==> src/rtl/fpga_host_nbf_sipo_pkg.sv <==
// Shared types for the UART-to-NBF serial-in/parallel-out assembler.
package fpga_host_nbf_sipo_pkg;

  localparam int unsigned NBF_OPCODE_W = 8;
  localparam int unsigned NBF_ADDR_W   = 40;
  localparam int unsigned NBF_DATA_W   = 64;
  localparam int unsigned NBF_W        = NBF_OPCODE_W + NBF_ADDR_W + NBF_DATA_W;

  // Host NBF packet at the default field widths; opcode occupies the low byte.
  typedef struct packed {
    logic [NBF_DATA_W-1:0]   data;
    logic [NBF_ADDR_W-1:0]   addr;
    logic [NBF_OPCODE_W-1:0] opcode;
  } bp_fpga_host_nbf_s;

  typedef enum logic [1:0] {
    e_idle = 2'd0,
    e_fill = 2'd1,
    e_full = 2'd2
  } sipo_state_e;

endpackage

==> src/rtl/fpga_host_nbf_sipo.sv <==
// Assembles LSB-first UART bytes into whole NBF packets; stalled or corrupted
// partial packets are discarded so the stream resynchronises on a packet boundary.
module fpga_host_nbf_sipo
  import fpga_host_nbf_sipo_pkg::*;
#(
  parameter int unsigned nbf_addr_width_p = 40,
  parameter int unsigned nbf_data_width_p = 64,
  parameter int unsigned uart_data_bits_p = 8,
  parameter int unsigned timeout_clks_p   = 262144
) (
  input  logic                                          clk_i,
  input  logic                                          reset_i,
  input  logic                                          rx_v_i,
  input  logic [uart_data_bits_p-1:0]                   rx_i,
  input  logic                                          rx_error_i,
  output logic                                          nbf_v_o,
  output logic [8+nbf_addr_width_p+nbf_data_width_p-1:0] nbf_o,
  input  logic                                          nbf_ready_and_i,
  output logic                                          error_o
);

  localparam int unsigned NbfWidth = 8 + nbf_addr_width_p + nbf_data_width_p;
  localparam int unsigned NbfBytes = NbfWidth / uart_data_bits_p;
  localparam int unsigned CntW     = (NbfBytes > 1) ? $clog2(NbfBytes) : 1;
  localparam int unsigned TmrW     = (timeout_clks_p > 1) ? $clog2(timeout_clks_p) : 1;
  localparam int unsigned Ub       = uart_data_bits_p;

  localparam logic [CntW-1:0] LastLane = CntW'(NbfBytes - 1);
  localparam logic [TmrW-1:0] TmrLimit = TmrW'(timeout_clks_p - 1);

  sipo_state_e          state_q, state_d;
  logic [CntW-1:0]      count_q, count_d;
  logic [TmrW-1:0]      tmr_q, tmr_d;
  logic [NbfWidth-1:0]  pkt_q, pkt_d;
  logic                 v_q, v_d;
  logic                 err_q, err_d;
  logic                 lane_we;
  logic [CntW-1:0]      lane_sel;

  // State register and registered outputs.
  always_ff @(posedge clk_i or posedge reset_i) begin
    if (reset_i) begin
      state_q <= e_idle;
      count_q <= '0;
      tmr_q   <= '0;
      pkt_q   <= '0;
      v_q     <= 1'b0;
      err_q   <= 1'b0;
    end else begin
      state_q <= state_d;
      count_q <= count_d;
      tmr_q   <= tmr_d;
      pkt_q   <= pkt_d;
      v_q     <= v_d;
      err_q   <= err_d;
    end
  end

  // Next-state, lane select, idle timer and error pulse.
  always_comb begin
    state_d  = state_q;
    count_d  = count_q;
    tmr_d    = tmr_q;
    err_d    = 1'b0;
    lane_we  = 1'b0;
    lane_sel = count_q;

    unique case (state_q)
      e_idle: begin
        count_d = '0;
        tmr_d   = '0;
        if (rx_error_i) begin
          err_d = 1'b1;
        end else if (rx_v_i) begin
          lane_we  = 1'b1;
          lane_sel = '0;
          count_d  = CntW'(1);
          state_d  = e_fill;
        end
      end

      e_fill: begin
        if (rx_error_i) begin
          err_d   = 1'b1;
          count_d = '0;
          tmr_d   = '0;
          state_d = e_idle;
        end else if (rx_v_i) begin
          lane_we = 1'b1;
          tmr_d   = '0;
          if (count_q == LastLane) begin
            count_d = '0;
            state_d = e_full;
          end else begin
            count_d = count_q + CntW'(1);
          end
        end else if (tmr_q == TmrLimit) begin
          // Sender went quiet mid-packet: drop the partial packet.
          err_d   = 1'b1;
          count_d = '0;
          tmr_d   = '0;
          state_d = e_idle;
        end else begin
          tmr_d = tmr_q + TmrW'(1);
        end
      end

      e_full: begin
        tmr_d   = '0;
        count_d = '0;
        if (nbf_ready_and_i) begin
          state_d = e_idle;
          if (rx_error_i) begin
            err_d = 1'b1;
          end else if (rx_v_i) begin
            // Byte arriving on the transfer edge starts the next packet.
            lane_we  = 1'b1;
            lane_sel = '0;
            count_d  = CntW'(1);
            state_d  = e_fill;
          end
        end else if (rx_v_i || rx_error_i) begin
          err_d = 1'b1;
        end
      end

      default: begin
        count_d = '0;
        tmr_d   = '0;
        state_d = e_idle;
      end
    endcase

    v_d = (state_d == e_full);
  end

  // Byte-lane write into the packet register; unwritten lanes keep stale data.
  always_comb begin
    pkt_d = pkt_q;
    for (int unsigned i = 0; i < NbfBytes; i++) begin
      if (lane_we && (lane_sel == CntW'(i))) begin
        pkt_d[i*Ub +: Ub] = rx_i;
      end
    end
  end

  assign nbf_v_o = v_q;
  assign nbf_o   = pkt_q;
  assign error_o = err_q;

endmodule

==> config.mk <==
export PLATFORM = sky130hd
export DESIGN_NAME = fpga_host_nbf_sipo
export DESIGN_NICKNAME = d
export VERILOG_FILES = /design/src/rtl/fpga_host_nbf_sipo_pkg.sv /design/src/rtl/fpga_host_nbf_sipo.sv
export SDC_FILE = /design/constraint.sdc
export NUM_CORES = 1
export LEC_CHECK = 0
export ABC_AREA = 1
export CORE_ASPECT_RATIO = 0.9
export CORE_MARGIN = 3
export CORE_UTILIZATION = 50
export CTS_CLUSTER_SIZE = 8
export DETAILED_ROUTE_END_ITERATION = 7
export PLACE_DENSITY = 0.87
export SLEW_MARGIN = 20
export SYNTH_ARGS = -nofsm -noshare
export SYNTH_HDL_FRONTEND = slang
export SYNTH_SLANG_ARGS = --single-unit
==> constraint.sdc <==
create_clock -name clk_i -period 9.13 [get_ports clk_i]
set_clock_uncertainty 0.15 [all_clocks]
set_input_delay 1.826 -clock clk_i [delete_from_list [all_inputs] [get_ports clk_i]]
set_output_delay 1.826 -clock clk_i [all_outputs]
set_load 0.01 [all_outputs]
== After elaboration in Yosys (flattened, before gate mapping) ==
Index checks and enable logic that the tools add are counted.

* Multipliers: 0
* Div/mod/pow operators: 0
* Reduce and logical (&&, ||, !) cells: 18
* Bitwise gates (word level): 0
* Mux-type cells: 37
* $add $sub $neg: 2
* Order comparisons: 0
* Equality and inequality tests: 19
* Shifts and indexed selects: 0

{| class="wikitable"
|+ Operators by type and width
! cell !! number
|-
| 18-bit 2-to-1 mux || 4
|-
| 4-bit 2-to-1 mux || 8
|-
| 4-bit equality test, second input constant || 7
|-
| 18-bit by 1-bit adder with 18-bit output, second input constant || 1
|-
| 18-bit equality test, second input constant || 1
|-
| 4-bit by 3-bit equality test with 1-bit output, second input constant || 4
|-
| 1-bit logical AND || 14
|-
| 2-bit 2-to-1 mux || 7
|-
| 1-bit 2-to-1 mux || 13
|-
| 4-bit one-hot mux with 3 select lines || 1
|-
| 4-bit by 2-bit equality test with 1-bit output, second input constant || 2
|-
| 4-bit one-hot mux with 2 select lines || 1
|-
| 2-bit one-hot mux with 3 select lines || 1
|-
| 4-bit by 1-bit adder with 4-bit output, second input constant || 1
|-
| 2-bit equality test, second input constant || 2
|-
| 4-bit by 1-bit equality test with 1-bit output, second input constant || 1
|-
| 4-bit logical NOT || 1
|-
| 4-bit != test, second input constant || 1
|-
| 1-bit one-hot mux with 3 select lines || 1
|-
| 2-bit by 1-bit equality test with 1-bit output, second input constant || 1
|-
| 2-bit logical NOT || 1
|-
| 1-bit one-hot mux with 2 select lines || 1
|-
| 2-bit OR reduction || 1
|-
| 1-bit logical OR || 1
|}

* Memories kept: 0
* Output and inout bits: 114
* Bits in writable memories: 0
* Word-level logic and storage cells: 95
* Bits in registers: 138
* Bits of input ports: 13
* Bits in latches: 0
* Bits in read-only memories: 0

== Longest topological paths before layout ==
Gate-level depths: netlist of the first run.

* Word-level depth: 6
* Depth in mapped cells: 10
* Depth with buffers taken out: 10

== Least setup slack after synthesis of the first run ==
OpenSTA, ideal clock, no wires.

* Path type: input-to-reg
* Start point: input port rx_error_i
* End point: register pkt_q[1], in the netlist nbf_o[1]
* Cell stages on the path: 9
* Arrival time: 2.937 ns
* Path buffers: 1
* Setup slack: 5.921 ns
* Data required time: 8.858 ns
* Setup time: 0.122 ns
* Path through: inv_1 > nand2_2 > nor2_8 > nand2_8 > o21ai_4 > nand3_4 > buf_6 > nand2_1 > o21ai_2

* Cells in the longest elaborated chain, start to end: 5
* Elaborated cells on any way between the ends: 8
* Those cells by class: mux: 6; reduce/logical: 2

{| class="wikitable"
|+ Ends and longest elaborated chain
! item !! line !! RTL
|-
| start: declaration || fpga_host_nbf_sipo.sv:15 || <nowiki>input logic rx_error_i,</nowiki>
|-
| 4-bit 2-to-1 mux || fpga_host_nbf_sipo.sv:72 || <nowiki>if (rx_error_i) begin</nowiki>
|-
| 4-bit 2-to-1 mux || fpga_host_nbf_sipo.sv:111 || <nowiki>if (nbf_ready_and_i) begin</nowiki>
|-
| 4-bit one-hot mux with 2 select lines || fpga_host_nbf_sipo.sv:68 || <nowiki>unique case (state_q)</nowiki>
|-
| 4-bit logical NOT || fpga_host_nbf_sipo.sv:141 || <nowiki>if (lane_we && (lane_sel == CntW'(i))) begin</nowiki>
|-
| 1-bit logical AND * || fpga_host_nbf_sipo.sv:141 ||
|-
| end signal: assignment || fpga_host_nbf_sipo.sv:53 || <nowiki>pkt_q <= pkt_d;</nowiki>
|-
| end: declaration || fpga_host_nbf_sipo.sv:34 || <nowiki>logic [NbfWidth-1:0] pkt_q, pkt_d;</nowiki>
|}

Mark *: on every way between the ends. The rest lies on a longest branch, timed or not.
A chain may end at the register's enable or synchronous reset.

== Worst setup path after layout of the first run ==
* Start point: input port rx_v_i
* End point: register pkt_q[0], in the netlist nbf_o[0]

* Cells in the longest elaborated chain, start to end: 6
* Elaborated cells on any way between the ends: 10
* Those cells by class: mux: 8; reduce/logical: 2

{| class="wikitable"
|+ Ends and longest elaborated chain
! item !! line !! RTL
|-
| start: declaration || fpga_host_nbf_sipo.sv:13 || <nowiki>input logic rx_v_i,</nowiki>
|-
| 4-bit 2-to-1 mux || fpga_host_nbf_sipo.sv:74, fpga_host_nbf_sipo.sv:115 ||
|-
| 4-bit 2-to-1 mux || fpga_host_nbf_sipo.sv:72 ||
|-
| 4-bit 2-to-1 mux || fpga_host_nbf_sipo.sv:111 ||
|-
| 4-bit one-hot mux with 2 select lines || fpga_host_nbf_sipo.sv:68 ||
|-
| 4-bit logical NOT || fpga_host_nbf_sipo.sv:141 ||
|-
| 1-bit logical AND * || fpga_host_nbf_sipo.sv:141 ||
|}

Marks and branches as above.

==> metrics.md, run 1 <==
| Metric | Value |
|---|---|
| Syn Nets | `644` |
| Most area-hungry cell type in the Yosys netlist | `dfrtp_1` |
| Met2 Use GR | `37.5%` |
| Fin. max-slew vios | `0` |
| Tcrit/Tclk final | `37.9%` |
| GPL Wtd Cong | `between 0.8 and 0.9` |
| Antenna violations before repair | `0` |
| Drt drc | `0` |
| Status | `complete, no violations` |
| Critical path arrival | `between 3 and 4 ns` |
| Setup TNS | `0 ns` |
| Initial core utilization | `51.4%` |
| Worst Hold Class | `reg2reg` |
| RR Startpoint | `tmr_q[0]` |
| FFs w/ async S/R, synth | `100%` |
| Worst-margin pin slew | `0.733 ns` |
| Max Root-Sink Buffers | `2` |
| H-tree depth | `4` |
| Resized cells post-CTS | `0` |
| Worst Reg-to-Reg Cells | `8` |
| Fill count | `784` |
| Vias/cell | `between 5 and 6` |
| RSZ-0062 raised after global routing | `false` |
| GRT Resource Usage Total | `23.4%` |
| Pin count of the biggest net entering global routing | `85` |
| Critical-path maximum fanout | `16` |
| Total I/O pin count | `between 100 and 150` |
| R2r endpoint | `state_q[0]` |
| Cell Area, Synth | `5930 um2` |
| Combined area of the multi-input logic cells | `2180 um2` |
| Clock Sinks | `between 100 and 150` |
| Yosys cell types | `38` |
| Final setup violation count | `0` |
| Die W | `121 um` |
| Hold Buf Count CTS | `0` |
| Syn Inst Count | `628` |
| Rel. slew slack | `51.1%` |
| Max VDD drop | `0.000120 V` |
| Initial DRC Count | `377` |
| Ys Warns | `0` |
| Crit path kind | `in2reg` |
| Pwr Total | `0.00152 W` |
| Worst Hold Launch | `tmr_q[0]` |
| HPWL after detailed placement | `10300 um` |
| Routed len/inst | `16.2 um` |
| CTS tree | `yes` |
| Crit start category | `primary input` |
| Drt total wl | `15000 um` |
| Die Y | `109 um` |
| Endpoint, Worst Hold | `tmr_q[0]` |
| Final number of hold-violating endpoints | `0` |
| First-pass GRT wire length | `23800 um` |
| Crit end category | `register` |
| Worst hold path stage count | `1` |
| DIE AREA | `13200 um2` |
| Synth Area per Inst | `9.44 um2` |
| Synth Flop Type | `dfrtp_1` |
| CTS clk-pin slew, worst paths | `0.06 ns` |
| Layout cells sized above 1 | `around 11%` |
| Number of max-cap violations | `0` |
| Reg area | `3450 um2` |
| Detail Route Antenna Nets | `0` |
| DRT Pass-1 Iters | `5` |
| Yosys reg bits | `138` |
| Vias in the first global route | `4727` |
| PortBufs | `approximately 130` |
| Num CTS Buffers | `17` |
| Synth-to-layout area growth | `33.1%` |
| CP required | `9.28 ns` |
| Area share of the largest cell type after synthesis | `58.2%` |
| Via count | `4849` |
| Gr ovfl total | `0` |
| GRT busiest layer | `met2` |
| CORE AREA | `about 12000 um2` |
| Clock latency on the worst-skew pair | `0.41 ns` |
| R2R Setup Slk | `just under 7 ns` |
| Root buf cell | `clkbuf_16` |
| Antenna diodes | `0` |
| Setup Buffers After CTS | `0` |
| NumNets Final | `773` |
| Grt met3 use | `5.04%` |
| Post-synth EDFFs | `0` |
| Std cell rows | `37` |
| M1 GR Usage | `30.9%` |
| Maximum clock rate | `289 MHz` |
| Post-route minimum period | `3.46 ns` |
| Top cells by area, synth | `dfrtp_1, nand2_1, nor2_1` |
| Leakage power | `3.79 nW` |
| Register area share after synthesis | `58.2%` |
| PD cells | `192 nW/um2` |
## power by group
part | switching (W) | internal (W) | total (W)
clock | 0.000261 | 0.000452 | 0.000713
combinational | 0.0000820 | 0.0000649 | 0.000147
sequential | 0.0000190 | 0.000639 | 0.000658
total | 0.000362 | 0.00116 | 0.00152
## registers in the layout, indices dropped and copies added, names as in the netlist
name	cells
state_q	2
nbf_v_o	1
count_q	4
tmr_q	18
error_o	1
nbf_o	112
## cells in the final DEF, fill, tap and decap left out, drive strengths merged
cell type	synthesis	final
clkdlybuf4s50	0	126
nor2	64	64
clkinv	2	5
buf	8	1
o21bai	1	1
inv	38	39
ha	3	3
nand2b	1	1
bufinv	0	3
nand4	5	5
nand2	260	260
clkbuf	9	22
and2	1	1
a21oi	19	19
a31oi	1	1
nand3	16	16
nor3b	3	3
xor2	5	5
nor3	5	5
clkinvlp	0	3
o21ai	46	46
dfrtp	138	138
xnor2	3	3
## worst max-delay path by stage
| stage | start | cells after the start | slack (ns) | to |
|---|---|---|---|---|
| final | rx_v_i | 8 | 5.67 | nbf_o[0] |
| after global routing | rx_v_i | 8 | 5.57 | nbf_o[0] |
| after CTS | reset_i | 3 | 5.62 | nbf_o[46] |
| after detailed placement | reset_i | 3 | 5.18 | nbf_o[68] |
| after global placement | reset_i | 3 | 5.25 | nbf_o[36] |
| after floorplan | reset_i | 1 | 3.46 | count_q[0] |
## synth_stat cells, types with 2 or more instances
cell type / instances
dfrtp_1: 138
nor2_4: 10
nor3b_1: 3
clkbuf_1: 8
nor2_1: 51
o21ai_0: 4
o21ai_2: 8
inv_4: 2
nand2_2: 3
ha_1: 3
inv_1: 33
nand3_1: 9
o21ai_4: 2
a21oi_1: 19
inv_2: 2
xnor2_1: 3
nor3_1: 5
nand3_4: 7
o21ai_1: 32
buf_6: 7
nor2_2: 2
nand2_4: 8
nand2_1: 248
nand4_1: 3
xor2_1: 5
## kinds of logic after synthesis
group	count (synthesis)	share of synthesized area [%]
AO/OA/AOI/OAI	67	6.60
XOR/XNOR	8	1.18
adder cells (fa/ha/maj)	3	0.633
buffers and inverters	57	4.94
flip-flops	138	58.2
AND/OR/NAND/NOR	355	28.4
## metal layers
layer  vias to the layer above  share of wire [%]  wire, um
li1                       2246                  -         -
met1                      2346                 43      6480
met2                       220                 48      7180
met3                        37                6.7      1010
met4                         0                2.4       367
met5                         -                  0         0
## through the flow
step | area, um2 | util, % | setup WS [ns] | hold slack, ns | std cells
6_report | 7890 | 68.5 | 5.67 | 0.306 | 926
5_1_grt | 7890 | 68.5 | 5.57 | 0.345 | 926
4_1_cts | 7890 | 68.5 | 5.62 | 0.311 | 926
3_5_place_dp | 7280 | 63.1 | 5.18 | 0.304 | 894
3_3_place_gp | 7280 | 63.1 | 5.25 | 0.302 | 894
2_1_floorplan | 5930 | - | 3.46 | 0.283 | 628
## critical path, cell delays in order
cell and delay [ns]:
clkdlybuf4s50_1 0.60, nand2_2 0.14, nor2_8 0.19, nand2_8 0.13, o21ai_4 0.18, nand3_4 0.29
nand2_1 0.17, o21ai_2 0.07
## final cells by class
class	instances	share of cell area (%)
clock inverter	10	1.78
inverter	40	2.27
clock buffer	22	6.01
tap	156	2.47
timing repair buffer	127	16.1
multi-input combinational	433	27.7
sequential	138	43.7
(Power assumes the default switching activity.)
==> inputs of run 2 (changes only) <==
--- a/config.mk
+++ b/config.mk
@@ -8,10 +8,10 @@
 export ABC_AREA = 1
 export CORE_ASPECT_RATIO = 0.9
 export CORE_MARGIN = 3
-export CORE_UTILIZATION = 50
+export CORE_UTILIZATION = 46
 export CTS_CLUSTER_SIZE = 8
 export DETAILED_ROUTE_END_ITERATION = 7
-export PLACE_DENSITY = 0.87
+export PLACE_DENSITY = 0.84
 export SLEW_MARGIN = 20
 export SYNTH_ARGS = -nofsm -noshare
 export SYNTH_HDL_FRONTEND = slang
==> constraint.sdc (replaced) <==
create_clock -name clk_i -period 3.05 [get_ports clk_i]
set_clock_uncertainty 0.15 [all_clocks]
set_input_delay 0.61 -clock clk_i [delete_from_list [all_inputs] [get_ports clk_i]]
set_output_delay 0.61 -clock clk_i [all_outputs]
set_load 0.01 [all_outputs]
==> metrics.md, run 2 (synthesis gave the netlist of run 1 again) <==
| Metric | Value |
|---|---|
| Status | `complete, no violations` |
| Gr ovfl total | `0 (unchanged)` |
| Drt drc | `0 (unchanged)` |
| Detail Route Antenna Nets | `0 (unchanged)` |
| Hold Buf Count CTS | `0 (unchanged)` |
| Clock Sinks | `138 (unchanged)` |
| Clock latency on the worst-skew pair | `0.42 ns (about the same)` |
| Initial core utilization | `48.2% (-3.3 points)` |
| Placed instance area | `7350 um2 (+1.0%)` |
| Antenna diodes | `0 (unchanged)` |
| Via count | `4743 (-2.2%)` |
| Crit path kind | `in2reg` |
| NumNets Final | `779 (+0.78%)` |
| CTS clk-pin slew, worst paths | `0.06 ns (about the same)` |
| Resized cells post-CTS | `0 (unchanged)` |
| Most common cell after layout, fill and taps aside | `nand2_1` |
| Layout cells sized above 1 | `11.5% (+0.57 points)` |
| Total I/O pin count | `127 (unchanged)` |
| Die W | `126 um (+4.0%)` |
| Final setup violation count | `0 (unchanged)` |
| Tcrit/Tclk final | `73.0%` |
| PortBufs | `126 (unchanged)` |
| Routed len/inst | `16.0 um (-1.3%)` |
| Max Root-Sink Buffers | `2 (unchanged)` |
| Max reg flops | `112 (unchanged)` |
| Leakage power | `3.83 nW (+0.91%)` |
| Synth-to-layout area growth | `34.2%` |
| PD cells | `567 nW/um2 (+200%)` |
| Combined area of the multi-input logic cells | `2180 um2 (unchanged)` |
| DRT Pass-1 Iters | `5 (unchanged)` |
| Vias in the first global route | `4781 (+1.1%)` |
| Rel. slew slack | `55.4% (+4.3 points)` |
| Die Y | `114 um (+4.0%)` |
| Setup TNS | `0 ns (unchanged)` |
| Maximum clock rate | `449 MHz` |
| Initial DRC Count | `341 (-9.5%)` |
| Fin. max-slew vios | `0 (unchanged)` |
| GPL Wtd Cong | `0.838 (-1.9%)` |
| Reg area | `3450 um2 (unchanged)` |
| Root buf cell | `clkbuf_16` |
| Setup Buffers After CTS | `0 (unchanged)` |
| Finished Cell Area | `7960 um2 (+0.79%)` |
| Worst-margin pin slew | `0.667 ns (-0.0663 ns)` |
| HPWL after detailed placement | `10300 um (-0.31%)` |
| Fill count | `949 (+21%)` |
| Final number of hold-violating endpoints | `0 (unchanged)` |
| Drt total wl | `15000 um (-0.35%)` |
| Crit start category | `primary input` |
| Most frequent cells in the layout | `nand2_1, dfrtp_1, clkdlybuf4s50_1` |
| Pin count of the biggest net entering global routing | `41 (-52%)` |
| Number of max-cap violations | `0 (unchanged)` |
| Antenna violations before repair | `0 (unchanged)` |
| Critical-path maximum fanout | `16 (unchanged)` |
| Max VDD drop | `0.000362 V (+200%)` |
| Std cell rows | `38 (+2.7%)` |
| CORE AREA | `12300 um2 (+6.8%)` |
| CTS tree | `yes` |
| Num CTS Buffers | `17 (unchanged)` |
| Post-route minimum period | `2.23 ns` |
| CP required | `3.19 ns (-6.09 ns)` |
| Pre-CTS WS | `0.411 ns (-4.77 ns)` |
| Hold WS | `0.312 ns (+0.00579 ns)` |
| GRT Resource Usage Total | `22.0% (-1.4 points)` |
| Fin worst setup slack | `0.822 ns (-4.85 ns)` |
| DIE AREA | `14300 um2 (+8.2%)` |
| First-pass GRT wire length | `24900 um (+4.6%)` |
| Crit end category | `register` |
| Vias/cell | `5.07 (-3.1%)` |
| Worst Hold Class | `reg2reg` |
| RSZ-0062 raised after global routing | `false` |
| H-tree depth | `4 (unchanged)` |
| Pwr Total | `0.00451 W (+200%)` |
| Critical path arrival | `2.37 ns (-1.24 ns)` |
[run 2: cell types whose count changed in the layout (fill, tap and decap cells not counted), sizes merged]
cell      change
buf           +6
clkbuf        -1
clkinv        +2
clkinvlp      -1
inv           -1
[run 2: final cells by class]
class | instances | area share (%)
repair buffers | 133 | 16.8
well taps | 160 | 2.52
clock buffers | 21 | 5.79
inverters | 40 | 2.23
multi-input cells | 433 | 27.4
flip-flops and latches | 138 | 43.4
clock inverters | 10 | 1.79
[run 2: stage by stage]
| step | util (%) | instances |
|---|---|---|
| floorplan | - | 628 |
| global placement | 59.7 | 904 |
| detailed placement | 59.7 | 904 |
| CTS | 64.6 | 935 |
| global route | 64.6 | 935 |
| finish | 64.6 | 935 |
[run 2: worst max-delay path: stages]
cell and delay [ns]:
clkdlybuf4s50_1 0.60, nand2_2 0.14, nor2_8 0.19, nand2_8 0.12
o21ai_4 0.18, nand3_4 0.29, nand2_1 0.17, o21ai_2 0.06
[run 2: report_power, final]
part | internal [W] | switching [W]
clock | 0.00133 | 0.000768
sequential | 0.00191 | 0.0000602
combinational | 0.000203 | 0.000240
[run 2: worst paths after layout]
| kind | slack [ns] | depth (start not counted) | endpoint | from |
|---|---|---|---|---|
| setup / recovery | 0.82 | 8 | nbf_o[1] | rx_v_i |
| max in group asynchronous | 1.57 | 3 | nbf_o[87] | reset_i |
| hold reg to reg | 0.31 | 1 | tmr_q[0] | tmr_q[0] |
| min in group asynchronous | 0.50 | 2 | nbf_o[13] | reset_i |
| hold / removal | 0.31 | 1 | tmr_q[0] | tmr_q[0] |
| setup reg to reg | 0.83 | 8 | state_q[0] | tmr_q[0] |
[run 2: metal layers]
layer  GRT usage, %  wire length [um]  vias to the layer above
met5              0                 0                        -
met3           6.18              1120                       20
li1               -                 -                     2242
met1           30.6              6620                     2277
met2           34.3              7040                      204
met4           6.14               205                        0
==> inputs of run 3 (changes only) <==
==> constraint.sdc (replaced) <==
create_clock -name clk_i -period 2 [get_ports clk_i]
set_clock_uncertainty 0.15 [all_clocks]
set_input_delay 0.4 -clock clk_i [delete_from_list [all_inputs] [get_ports clk_i]]
set_output_delay 0.4 -clock clk_i [all_outputs]
set_load 0.01 [all_outputs]
==> metrics.md, run 3 (synthesis gave the netlist of run 1 again) <==
| Metric | Value |
|---|---|
| Status | `complete, no violations` |
| GRT Resource Usage Total | `22.0% (about the same)` |
| Initial DRC Count | `415 (+22%)` |
| CTS tree | `yes` |
| Maximum clock rate | `approximately 530 MHz` |
| Clock Sinks | `138 (unchanged)` |
| GPL Wtd Cong | `0.830 (-1.0%)` |
| Leakage power | `3.97 nW (+3.7%)` |
| Pin count of the biggest net entering global routing | `73 (+78%)` |
| RR Startpoint | `tmr_q[0]` |
| Fin util | `66.7% (+2.1 points)` |
| Vias/cell | `5.00 (-1.5%)` |
| Vias in the first global route | `4710 (-1.5%)` |
| Hold Buf Count CTS | `0 (unchanged)` |
| Initial core utilization | `48.2% (unchanged)` |
| Slowest stage delay, CP | `0.56 ns (-0.04 ns)` |
| Finished Cell Area | `8210 um2 (+3.2%)` |
| Buf/Inv on CP | `1 (unchanged)` |
| Post-route minimum period | `1.90 ns` |
| Synth-to-layout area growth | `38.4%` |
| Crit end category | `output pin` |
| Drt total wl | `15300 um (+2.1%)` |
| H-tree depth | `4 (unchanged)` |
| Pre-CTS WS | `-0.268 ns (-0.679 ns)` |
| NumNets Final | `805 (+3.3%)` |
| R2r endpoint | `state_q[0]` |
| Most common cell after layout, fill and taps aside | `nand2_1` |
| Max Root-Sink Buffers | `2 (unchanged)` |
| R2R Setup Slk | `0.20 ns (-0.63 ns)` |
| Die Y | `114 um (unchanged)` |
| Tcrit/Tclk final | `about 95%` |
| First-pass GRT wire length | `24900 um (+0.11%)` |
| HPWL after detailed placement | `10400 um (+1.7%)` |
| Final number of hold-violating endpoints | `0 (unchanged)` |
| Fin worst setup slack | `0.0955 ns (-0.727 ns)` |
| Rel. slew slack | `71.8% (+16 points)` |
| Number of max-cap violations | `0 (unchanged)` |
| Cells along the critical path | `clkdlybuf4s50_1` |
| Most frequent cells in the layout | `nand2_1, dfrtp_1, clkdlybuf4s50_1` |
| CTS clk-pin slew, worst paths | `0.06 ns (about the same)` |
| Critical-path maximum fanout | `2 (-14)` |
| Kind of cell adding the most delay to the critical path | `buffers and inverters` |
| Worst Reg-to-Reg Cells | `8 (unchanged)` |
| Routed len/inst | `15.9 um (-0.53%)` |
| DRT Pass-1 Iters | `5 (unchanged)` |
| Layout cells sized above 1 | `14.6% (+3.1 points)` |
| Placed instance area | `7600 um2 (+3.3%)` |
| Std cell rows | `38 (unchanged)` |
| Max VDD drop | `0.000583 V (+61%)` |
| Total I/O pin count | `127 (unchanged)` |
| PD cells | `840 nW/um2 (+48%)` |
| Root buf cell | `clkbuf_16` |
| Crit start category | `register` |
| Fin. max-slew vios | `0 (unchanged)` |
| Worst-margin pin slew | `0.420 ns (-0.247 ns)` |
| Critical path arrival | `1.35 ns (-1.02 ns)` |
| Crit path kind | `reg2out` |
| RSZ-0062 raised after global routing | `false` |
| Pwr Total | `0.00690 W (+53%)` |
| Antenna violations before repair | `0 (unchanged)` |
| Clock latency on the worst-skew pair | `0.41 ns (about the same)` |
| PortBufs | `126 (unchanged)` |
| CORE AREA | `12300 um2 (unchanged)` |
| CP required | `1.45 ns (-1.74 ns)` |
| Worst Hold Class | `in2async` |
| Antenna diodes | `0 (unchanged)` |
| Num CTS Buffers | `17 (unchanged)` |
| Gr ovfl total | `0 (unchanged)` |
| Final setup violation count | `0 (unchanged)` |
| DIE AREA | `14300 um2 (unchanged)` |
| Detail Route Antenna Nets | `0 (unchanged)` |
| Slowest CP cell | `clkdlybuf4s50_1` |
| Die W | `126 um (unchanged)` |
| Drt drc | `0 (unchanged)` |
| Max reg flops | `112 (unchanged)` |
| Via count | `4796 (+1.1%)` |
[run 3: changes by cell type in the layout (fill, tap and decap cells not counted)]
cell / before / now
nand3_2: 0 / 1
nand2_2: 3 / 2
nand3_1: 9 / 8
buf_12: 2 / 6
clkinv_2: 3 / 4
inv_6: 2 / 1
buf_4: 5 / 27
clkinv_4: 3 / 4
clkbuf_1: 2 / 0
nand2_4: 8 / 9
[run 3: how the worst max path moves through the flow]
| stage | from | endpoint | slack [ns] | cells past startpoint |
|---|---|---|---|---|
| after floorplan | reset_i | count_q[0] | -0.27 | 1 |
| after CTS | nbf_o[92] | nbf_o[92] | 0.09 | 1 |
| final | nbf_o[81] | nbf_o[81] | 0.1 | 1 |
| after detailed placement | rx_v_i | nbf_o[6] | -0.27 | 8 |
| after global routing | tmr_q[0] | nbf_v_o | 0.03 | 9 |
| after global placement | rx_v_i | nbf_o[6] | -0.20 | 8 |
[run 3: layout make-up]
type                            count  area, um2
Sequential cell                   138       3450
Inverter                           40        178
Multi-Input combinational cell    433       2190
Clock inverter                     11        148
Timing Repair Buffer              159       1580
Clock buffer                       19        453
Fill cell                         938       4110
Tap cell                          160        200
[run 3: repair_timing]
action | CTS | global route
buffers inserted | 0 | 0
endpoints found under the setup margin | 0 | 9
resized for setup | 0 | 2
[run 3: through the flow]
step	hold slack, ns	instances	TNS [ns]
after detailed placement	0.305	930	-20.88
after global routing	0.0934	960	0
after global placement	0.297	930	-16.41
final	0.0904	960	0
after CTS	0.0882	960	0
after floorplan	0.283	628	-37.41
[run 3: power by group]
group / switching (W) / leakage, nW / internal (W)
Clock: 0.00117 / 0.295 / 0.00201
Combinational: 0.000377 / 1.77 / 0.000334
Sequential: 0.0000843 / 1.90 / 0.00292
[run 3: per-layer routing]
layer	routed length, um	up-vias	global-route usage [%]
li1	-	2290	-
met1	6740	2279	30.1
met5	0	-	0
met3	1190	25	6.23
met4	240	0	5.27
met2	7130	202	35.2
